## config.mk

```make
export PLATFORM = sky130hd
export DESIGN_NAME = ysyx_rf_scoreboard
export DESIGN_NICKNAME = d
export VERILOG_FILES = /design/src/rtl/ysyx_pkg.sv /design/src/rtl/ysyx_rf_pend_cnt.sv /design/src/rtl/ysyx_rf_scoreboard.sv
export SDC_FILE = /design/constraint.sdc
export NUM_CORES = 1
export LEC_CHECK = 0
export CAP_MARGIN = 20
export CORE_ASPECT_RATIO = 0.8
export CORE_MARGIN = 3
export CORE_UTILIZATION = 61
export CTS_CLUSTER_DIAMETER = 40
export DETAILED_ROUTE_END_ITERATION = 10
export GPL_TIMING_DRIVEN = 0
export HOLD_SLACK_MARGIN = 0.03
export PLACE_DENSITY = 0.8
export SLEW_MARGIN = 20
export SYNTH_ARGS = -nofsm -noshare
export SYNTH_HDL_FRONTEND = slang
export SYNTH_HIERARCHICAL = 1
export SYNTH_SLANG_ARGS = --single-unit
```

## constraint.sdc

```tcl
create_clock -name clk -period 4.25 [get_ports clk]
set_clock_uncertainty 0.15 [all_clocks]
set_input_delay 1.0625 -clock clk [delete_from_list [all_inputs] [get_ports clk]]
set_output_delay 1.0625 -clock clk [all_outputs]
set_load 0.01 [all_outputs]
```

## src/rtl/ysyx_pkg.sv

```systemverilog
// ============================================================================
// Module  : ysyx_pkg
// Brief   : Shared constants and types for the RV32E register file slice.
// Revision: 1.0 - initial release
// ============================================================================
`default_nettype none

package ysyx_pkg;

  localparam int REG_NUM = 16;
  localparam int ADDR_W  = 4;
  localparam int CNT_W   = 2;

  typedef logic [CNT_W-1:0] ysyx_cnt_t;

endpackage

`default_nettype wire

```

## src/rtl/ysyx_rf_pend_cnt.sv

```systemverilog
// ============================================================================
// Module  : ysyx_rf_pend_cnt
// Brief   : Saturating up/down count of in-flight writers for one register.
// Revision: 1.0 - initial release
// ============================================================================
`default_nettype none

module ysyx_rf_pend_cnt
  import ysyx_pkg::*;
#(
  parameter int CNT_W = ysyx_pkg::CNT_W
) (
  input  logic clk,
  input  logic rst,
  input  logic inc,
  input  logic dec,
  input  logic clr,
  output logic busy,
  output logic full
);

  localparam logic [CNT_W-1:0] C_MAX = {CNT_W{1'b1}};

  logic [CNT_W-1:0] r_cnt;

  // A simultaneous inc and dec cancel; both ends saturate instead of wrapping.
  always_ff @(posedge clk) begin
    if (rst || clr) begin
      r_cnt <= '0;
    end else if (inc && !dec && (r_cnt != C_MAX)) begin
      r_cnt <= r_cnt + 1'b1;
    end else if (dec && !inc && (r_cnt != '0)) begin
      r_cnt <= r_cnt - 1'b1;
    end
  end

  assign busy = (r_cnt != '0);
  assign full = (r_cnt == C_MAX);

endmodule

`default_nettype wire

```

## src/rtl/ysyx_rf_scoreboard.sv

```systemverilog
// ============================================================================
// Module  : ysyx_rf_scoreboard
// Brief   : RV32E register file with writeback bypass and pending-write table.
// Revision: 1.0 - initial release
// ============================================================================
`default_nettype none

module ysyx_rf_scoreboard
  import ysyx_pkg::*;
#(
  parameter int BIT_W   = 32,
  parameter int REG_NUM = ysyx_pkg::REG_NUM,
  parameter int ADDR_W  = ysyx_pkg::ADDR_W,
  parameter int CNT_W   = ysyx_pkg::CNT_W
) (
  input  logic               clk,
  input  logic               rst,
  input  logic [ADDR_W-1:0]  rs1,
  input  logic [ADDR_W-1:0]  rs2,
  output logic [BIT_W-1:0]   rdata1,
  output logic [BIT_W-1:0]   rdata2,
  input  logic               issue_valid,
  input  logic               issue_wen,
  input  logic [ADDR_W-1:0]  issue_rd,
  output logic               issue_full,
  input  logic               wb_valid,
  input  logic [ADDR_W-1:0]  wb_rd,
  input  logic [BIT_W-1:0]   wb_data,
  input  logic               flush,
  output logic [REG_NUM-1:0] rf_table
);

  logic [BIT_W-1:0]   r_regs [REG_NUM];
  logic [REG_NUM-1:0] w_busy;
  logic [REG_NUM-1:0] w_full;
  logic               w_issue;

  // The committing instruction is older than anything squashed, so flush
  // does not block the register write.
  always_ff @(posedge clk) begin
    if (rst) begin
      for (int i = 0; i < REG_NUM; i++) begin
        r_regs[i] <= '0;
      end
    end else if (wb_valid && (wb_rd != '0)) begin
      r_regs[wb_rd] <= wb_data;
    end
  end

  assign rdata1 = (wb_valid && (wb_rd == rs1) && (rs1 != '0)) ? wb_data : r_regs[rs1];
  assign rdata2 = (wb_valid && (wb_rd == rs2) && (rs2 != '0)) ? wb_data : r_regs[rs2];

  assign w_issue = issue_valid && issue_wen && !flush;

  assign w_busy[0] = 1'b0;
  assign w_full[0] = 1'b0;

  for (genvar g = 1; g < REG_NUM; g++) begin : g_cnt
    ysyx_rf_pend_cnt #(
      .CNT_W (CNT_W)
    ) u_cnt (
      .clk  (clk),
      .rst  (rst),
      .inc  (w_issue && (issue_rd == ADDR_W'(g))),
      .dec  (wb_valid && (wb_rd == ADDR_W'(g))),
      .clr  (flush),
      .busy (w_busy[g]),
      .full (w_full[g])
    );
  end

  assign issue_full = issue_wen && (issue_rd != '0) && w_full[issue_rd];
  assign rf_table   = w_busy;

  // Decode must stall on issue_full; issuing anyway is a protocol violation.
  a_no_issue_when_full : assert property (
    @(posedge clk) disable iff (rst) !(issue_valid && issue_full && !flush)
  );

endmodule

`default_nettype wire

```

==> results_dict.tcl, run 1 <==
set metrics [dict create \
    min_path_type "register to register" \
    dpl_cell_area_um2 31600 \
    start_kind "input port" \
    worstHoldStart "g_cnt[10].u_cnt/r_cnt[0]$_SDFFE_PP0P_" \
    rsz0062_at_grt "true" \
    synth_compound_area_share_pct 4.86 \
    routedWlPerCell_um 31.9 \
    clock.fmax_mhz 236 \
    drt_wl_total_mm 93.9 \
    cts_tree "yes" \
    area_delta_synth_final_pct 19.3 \
    status "finished clean" \
    met3_length_mm 13.7 \
    ff2ff_path_depth 3 \
    synth_xor_xnor_area_share_pct 0.179 \
    avgSynthCellArea_um2 14.6 \
    synth_cells 2013 \
    path_clk_slew_ns 0.05 \
    nets 2320 \
    drtIter0Drc 3346 \
    dr.max_layer_used "met4" \
    drtPass1Iterations 8 \
    total_power_w 0.0139 \
    wl_met2_mm 42.7 \
    critPathArrivalTime_ns 3.03 \
    num_vias 21000 \
    yosys.cell_types.count 35 \
    ant_nets 0 \
    die_w_um 251 \
    dieArea_um2 50900 \
    hold_viol 0 \
    whs_endpoint "g_cnt[10].u_cnt/r_cnt[0]$_SDFFE_PP0P_" \
    yosysSeqAreaShare_pct 54.3 \
    core_area_um2 47300 \
    irDropWorstVdd_v 0.000315 \
    maxCapViolations 0 \
    cts.path.max_buffers 3 \
    critical_path_class "input port to output port" \
    worst_pin_slew_ns 1.19 \
    setup_slack_ns 0.0114 \
    relSlewSlack_pct 20.7 \
    antenna_found_initial 1 \
    synthSimpleGateAreaFrac_pct 15.4 \
    io_pins 135 \
    fin_crit_sh_pct 99.7 \
    r2r_setup_slack_ns 3.02 \
    synth_top_family_by_area "multiplexers" \
    grt_pass1_vias 21100 \
    finalSetupViolCount 0 \
    io_buffers 120 \
    via_per_inst 7.13 \
    p_leak_nw 12.4 \
    drt-met1-wl_mm 32.5 \
    critical_path_required_ns 3.04 \
    pre_cts_slack_ns -1.26 \
    stdcell_area_um2 35100 \
    end_kind "output port" \
    cts.sinks 542 \
    start_util_pct 62.1 \
    drc 0 \
    r2r_end "g_cnt[7].u_cnt/r_cnt[0]$_SDFFE_PP0P_" \
    cts_root_buffer "clkbuf_16" \
    gr-total-overflow 0 \
    synthesis.area_um2 29400 \
    grt_start_max_net_pins 35 \
    layout-drive-gt1-share_pct 28.9 \
    gp_congestion 0.888 \
    dp_hpwl_mm 57.3 \
    drv_slew 0 \
    num_rows 71 \
    synthMuxAreaShare_pct 22.6 \
    fin_crit_ns 4.24 \
    synthAdderAreaFrac_pct 0 \
    cts.htree.levels 3 \
    r2r-start "g_cnt[7].u_cnt/r_cnt[1]$_SDFFE_PP0P_" \
    hold_depth 1 \
    grt_usage_pct 37.0 \
    insertion_delay_ns 0.60 \
    die_h_um 202 \
    synth-seq-cells 542 \
    path_max_fanout 10 \
    power.density_nw_per_um2 397 \
    fillCellCount 2838 \
    yosys_warnings 6 \
    grt_pass1_wl_mm 135 \
    cts_buffers 68 \
]
## critical path, cell delays in order
cell,delay [ns]
buf_4,0.24
clkbuf_2,0.41
mux4_2,0.41
a22oi_1,0.20
nand2_1,0.13
mux2_2,0.27
dlygate4sd2_1,0.28
## per-layer routing
metal  vias to the layer above  GRT usage, %
met3                       393          11.5
met2                      1898          56.1
met1                     10400          48.9
li1                       8249             -
met4                         0          18.6
met5                         -             0
## layout make-up
class                           instances  area [um2]  area share (%)
Multi-Input combinational cell       1321       13100            37.2
Clock inverter                         45         453            1.29
Buffer                                182        1510            4.31
Timing Repair Buffer                  151        1560            4.45
Clock buffer                           78        1740            4.96
Sequential cell                       542       16000            45.5
Tap cell                              620         776            2.21
Antenna cell                            2        5.00          0.0143
## flip-flops by register name (all words and copies together) (netlist names)
signal / cells
r_regs: 512
g_cnt.u_cnt/r_cnt: 30
## per-stage QoR
stage / util (%) / TNS [ns] / instances / hold slack [ns]
CTS: 73.3 / -0.164 / 2925 / 0.370
floorplan: - / 0 / 2045 / 0.317
detailed placement: 66.7 / -84.38 / 2789 / 0.356
finish: 74.1 / 0 / 2941 / 0.370
global route: 74.1 / -0.0271 / 2940 / 0.395
global placement: 66.5 / -684.90 / 2785 / 0.340
## where the power goes
group	internal [W]	total, W	switching [W]
logic	0.000869	0.00184	0.000971
registers	0.00615	0.00630	0.000157
clock network	0.00335	0.00576	0.00242
total	0.0104	0.0139	0.00354
## synthesized netlist by cell type, drive strengths merged
| cell type | instances | area (um2) |
|---|---|---|
| nand3b | 2 | 15.0 |
| nor2 | 43 | 161 |
| a21oi | 2 | 10.0 |
| and4 | 1 | 8.76 |
| and2 | 497 | 3130 |
| conb | 1 | 3.75 |
| edfxtp | 512 | 15400 |
| and2b | 15 | 113 |
| a2111oi | 15 | 225 |
| a211oi | 15 | 113 |
| mux4 | 262 | 5900 |
| or2b | 15 | 113 |
| and3 | 3 | 18.8 |
| nand3 | 3 | 15.0 |
| nand2 | 91 | 342 |
| or2 | 30 | 188 |
| buf | 56 | 295 |
| dfxtp | 30 | 601 |
| xnor2 | 6 | 52.6 |
| mux2 | 64 | 721 |
| mux2i | 2 | 20.0 |
| or3 | 2 | 12.5 |
| nand2b | 19 | 119 |
| nand4 | 2 | 12.5 |
| nor2b | 7 | 43.8 |
| o21ai | 30 | 150 |
| nor3 | 23 | 115 |
| a22oi | 124 | 931 |
| and3b | 15 | 131 |
| clkbuf | 126 | 473 |
## what timing repair did
action / 4_1_cts / 5_1_grt
hold endpoints to repair: 0 / 0
cloned: 3 / 2
resized for setup: 337 / 57
hold buffers: 0 / 0
setup endpoints to repair: 65 / 64
setup buffers: 10 / 12
pin swaps: 3 / 6
## worst max-delay path by stage
stage,end,slack [ns],start
6_report,rdata2[4],0.01,rs2[1]
5_1_grt,rdata2[29],-0.01,rs2[0]
4_1_cts,rdata1[7],-0.12,wb_rd[3]
3_5_place_dp,rdata1[18],-1.26,rs1[0]
3_3_place_gp,r_regs[0][20]$_SDFFCE_PN0P_,-1.30,rst
2_1_floorplan,rdata2[11],0.40,rs2[0]
## cell usage in the layout, fill, tap and decap left out, types with 19 or more instances in the layout
cell type,Yosys,routed
dlygate4sd2_1,0,60
buf_12,0,33
clkdlybuf4s50_1,0,50
clkbuf_2,0,22
nand2b_1,19,19
dfxtp_1,30,30
clkbuf_1,126,93
and2_1,480,480
nor3_1,23,23
clkbuf_4,0,19
nor2_1,43,43
nand2_1,91,90
buf_4,7,19
clkbuf_16,0,70
mux2_2,64,63
mux4_2,262,262
a22oi_2,0,41
a22oi_1,124,83
edfxtp_1,512,512
or2_2,30,23
conb_1,1,33
o21ai_0,30,30
## logic make-up after synthesis
| group | after synthesis |
|---|---|
| XOR/XNOR | 6 |
| other | 1 |
| AND/OR/NAND/NOR | 768 |
| AO/OA/AOI/OAI | 186 |
| flip-flops | 542 |
| buffers and inverters | 182 |
| multiplexers | 328 |
Power figures use the tool's default switching activity.
==> run 2, diff against run 1 <==
Settings changed: CAP_MARGIN 20 to unset, PLACE_DENSITY 0.8 to unset, PLACE_DENSITY_LB_ADDON set to 0.3.
Clock period 4.25 ns to 4 ns, I/O delays scaled along.
==> results_dict.tcl, run 2 (synthesized netlist as in run 1, its figures left out) <==
set metrics [dict create \
    gr-total-overflow 0 \
    cts_root_buffer "clkbuf_16" \
    layout-drive-gt1-share_pct 34.3 \
    maxCapViolations 0 \
    power.density_nw_per_um2 427 \
    stdcell_count 2977 \
    grt_start_max_net_pins 35 \
    dp_hpwl_mm 56.9 \
    dp_cells 2788 \
    cts.sinks 542 \
    die_h_um 202 \
    cts_tree "yes" \
    area_delta_synth_final_pct 21.3 \
    io_pins 135 \
    largest_register_ff_count 512 \
    die_w_um 251 \
    via_per_inst 7.27 \
    r2r_setup_slack_ns 2.78 \
    routedWlPerCell_um 33.8 \
    multi_input_area_um2 13200 \
    drt_wl_total_mm 101 \
    nets 2354 \
    relSlewSlack_pct 20.7 \
    finalSetupViolCount 5 \
    met3_length_mm 15.8 \
    ff2ff_path_depth 3 \
    grt_pass1_wl_mm 142 \
    dpl_cell_area_um2 31600 \
    cts_buffers 71 \
    setup_slack_ns -0.101 \
    core_area_um2 47300 \
    start_util_pct 62.1 \
    clock.fmax_mhz 244 \
    gp_congestion 0.915 \
    crit_start "rs1[0]" \
    dr.max_layer_used "met5" \
    end_kind "output port" \
    drc 0 \
    seq_area_um2 16000 \
    hold_depth 2 \
    status "complete, but fails checks" \
    min_path_type "register to register" \
    drtIter0Drc 3434 \
    cts.htree.levels 3 \
    r2r-start "g_cnt[11].u_cnt/r_cnt[1]$_SDFFE_PP0P_" \
    p_leak_nw 12.7 \
    final_common_cell "edfxtp_1" \
    critical_path_required_ns 2.85 \
    rsz0062_at_grt "true" \
    cts.path.max_buffers 3 \
    irDropWorstVdd_v 0.000361 \
    num_rows 71 \
    num_vias 21600 \
    drt-met1-wl_mm 32.6 \
    insertion_delay_ns 0.62 \
    fillCellCount 2639 \
    ant_nets 0 \
    r2r_end "g_cnt[11].u_cnt/r_cnt[0]$_SDFFE_PP0P_" \
    critPathArrivalTime_ns 2.95 \
    critical_path_class "input port to output port" \
    path_max_fanout 10 \
    io_buffers 120 \
    path_clk_slew_ns 0.05 \
    whs_ns 0.362 \
    final_cell_mix "edfxtp_1, and2_1, mux4_2" \
    antenna_found_initial 1 \
    wl_met2_mm 45.4 \
    start_kind "input port" \
    drtPass1Iterations 6 \
    fin_crit_sh_pct 103 \
    reg_top3 "r_regs: 512 flops, g_cnt.u_cnt/r_cnt: 30 flops" \
    worst_pin_slew_ns 1.19 \
    grt_usage_pct 39.2 \
    fin_tns_setup_ns -0.178 \
    pre_cts_slack_ns -1.27 \
    dieArea_um2 50900 \
    drv_slew 0 \
    grt_pass1_vias 22000 \
    stdcell_area_um2 35700 \
    hold_viol 0 \
    fin_crit_ns 4.10 \
    violations "negative setup slack" \
    regMostFlops "r_regs" \
    cp-endpoint "rdata1[29]" \
    ctsHoldBuffers 0 \
]
-- run 2: power breakdown --
group,switching (W),internal [W],leakage [nW]
combinational,0.00110,0.000954,6.40
sequential,0.000191,0.00653,5.13
clock,0.00267,0.00377,1.13
total,0.00396,0.0113,12.7
-- run 2: area by class of cell --
type	instances	share of cell area, %
flip-flops and latches	542	44.8
multi-input cells	1321	37.1
clock buffers	78	5.17
repair buffers	182	5.02
plain buffers	182	4.38
well taps	620	2.17
clock inverters	51	1.37
diodes	1	0.00702
-- run 2: how the worst min path moves through the flow --
| stage | startpoint | end | slack, ns |
|---|---|---|---|
| 3_5_place_dp | g_cnt[3].u_cnt/r_cnt[1]$_SDFFE_PP0P_ | g_cnt[3].u_cnt/r_cnt[1]$_SDFFE_PP0P_ | 0.35 |
| 4_1_cts | g_cnt[3].u_cnt/r_cnt[1]$_SDFFE_PP0P_ | g_cnt[3].u_cnt/r_cnt[1]$_SDFFE_PP0P_ | 0.36 |
| 3_3_place_gp | g_cnt[9].u_cnt/r_cnt[1]$_SDFFE_PP0P_ | g_cnt[9].u_cnt/r_cnt[1]$_SDFFE_PP0P_ | 0.34 |
| 5_1_grt | g_cnt[3].u_cnt/r_cnt[1]$_SDFFE_PP0P_ | g_cnt[3].u_cnt/r_cnt[1]$_SDFFE_PP0P_ | 0.39 |
| 2_1_floorplan | g_cnt[10].u_cnt/r_cnt[1]$_SDFFE_PP0P_ | g_cnt[10].u_cnt/r_cnt[1]$_SDFFE_PP0P_ | 0.32 |
| 6_report | g_cnt[12].u_cnt/r_cnt[1]$_SDFFE_PP0P_ | g_cnt[12].u_cnt/r_cnt[1]$_SDFFE_PP0P_ | 0.36 |
-- run 2: through the flow --
step | power, W | util (%)
after floorplan | 0.00782 | -
after global placement | 0.00851 | 66.5
after detailed placement | 0.00859 | 66.7
after CTS | 0.0150 | 74.7
after global routing | 0.0155 | 75.3
final | 0.0152 | 75.3
-- run 2: critical path: stages --
cell and delay (ns):
buf_16 0.14, buf_16 0.17, buf_16 0.17, mux4_2 0.55, a22oi_2 0.26, nand2_2 0.10
mux2_2 0.30, clkdlybuf4s15_1 0.25
-- run 2: repair_timing --
| action | 4_1_cts | 5_1_grt |
|---|---|---|
| pin swaps | 27 | 26 |
| setup buffers | 23 | 23 |
| gates resized for setup | 480 | 123 |
| setup endpoints to repair | 65 | 63 |
| gates cloned | 9 | 6 |
-- run 2: metal layers --
metal / up-vias / track usage, %
met3: 567 / 16.1
met1: 10600 / 48.1
met5: - / 0
met2: 2183 / 59.2
li1: 8307 / -
met4: 2 / 22.6
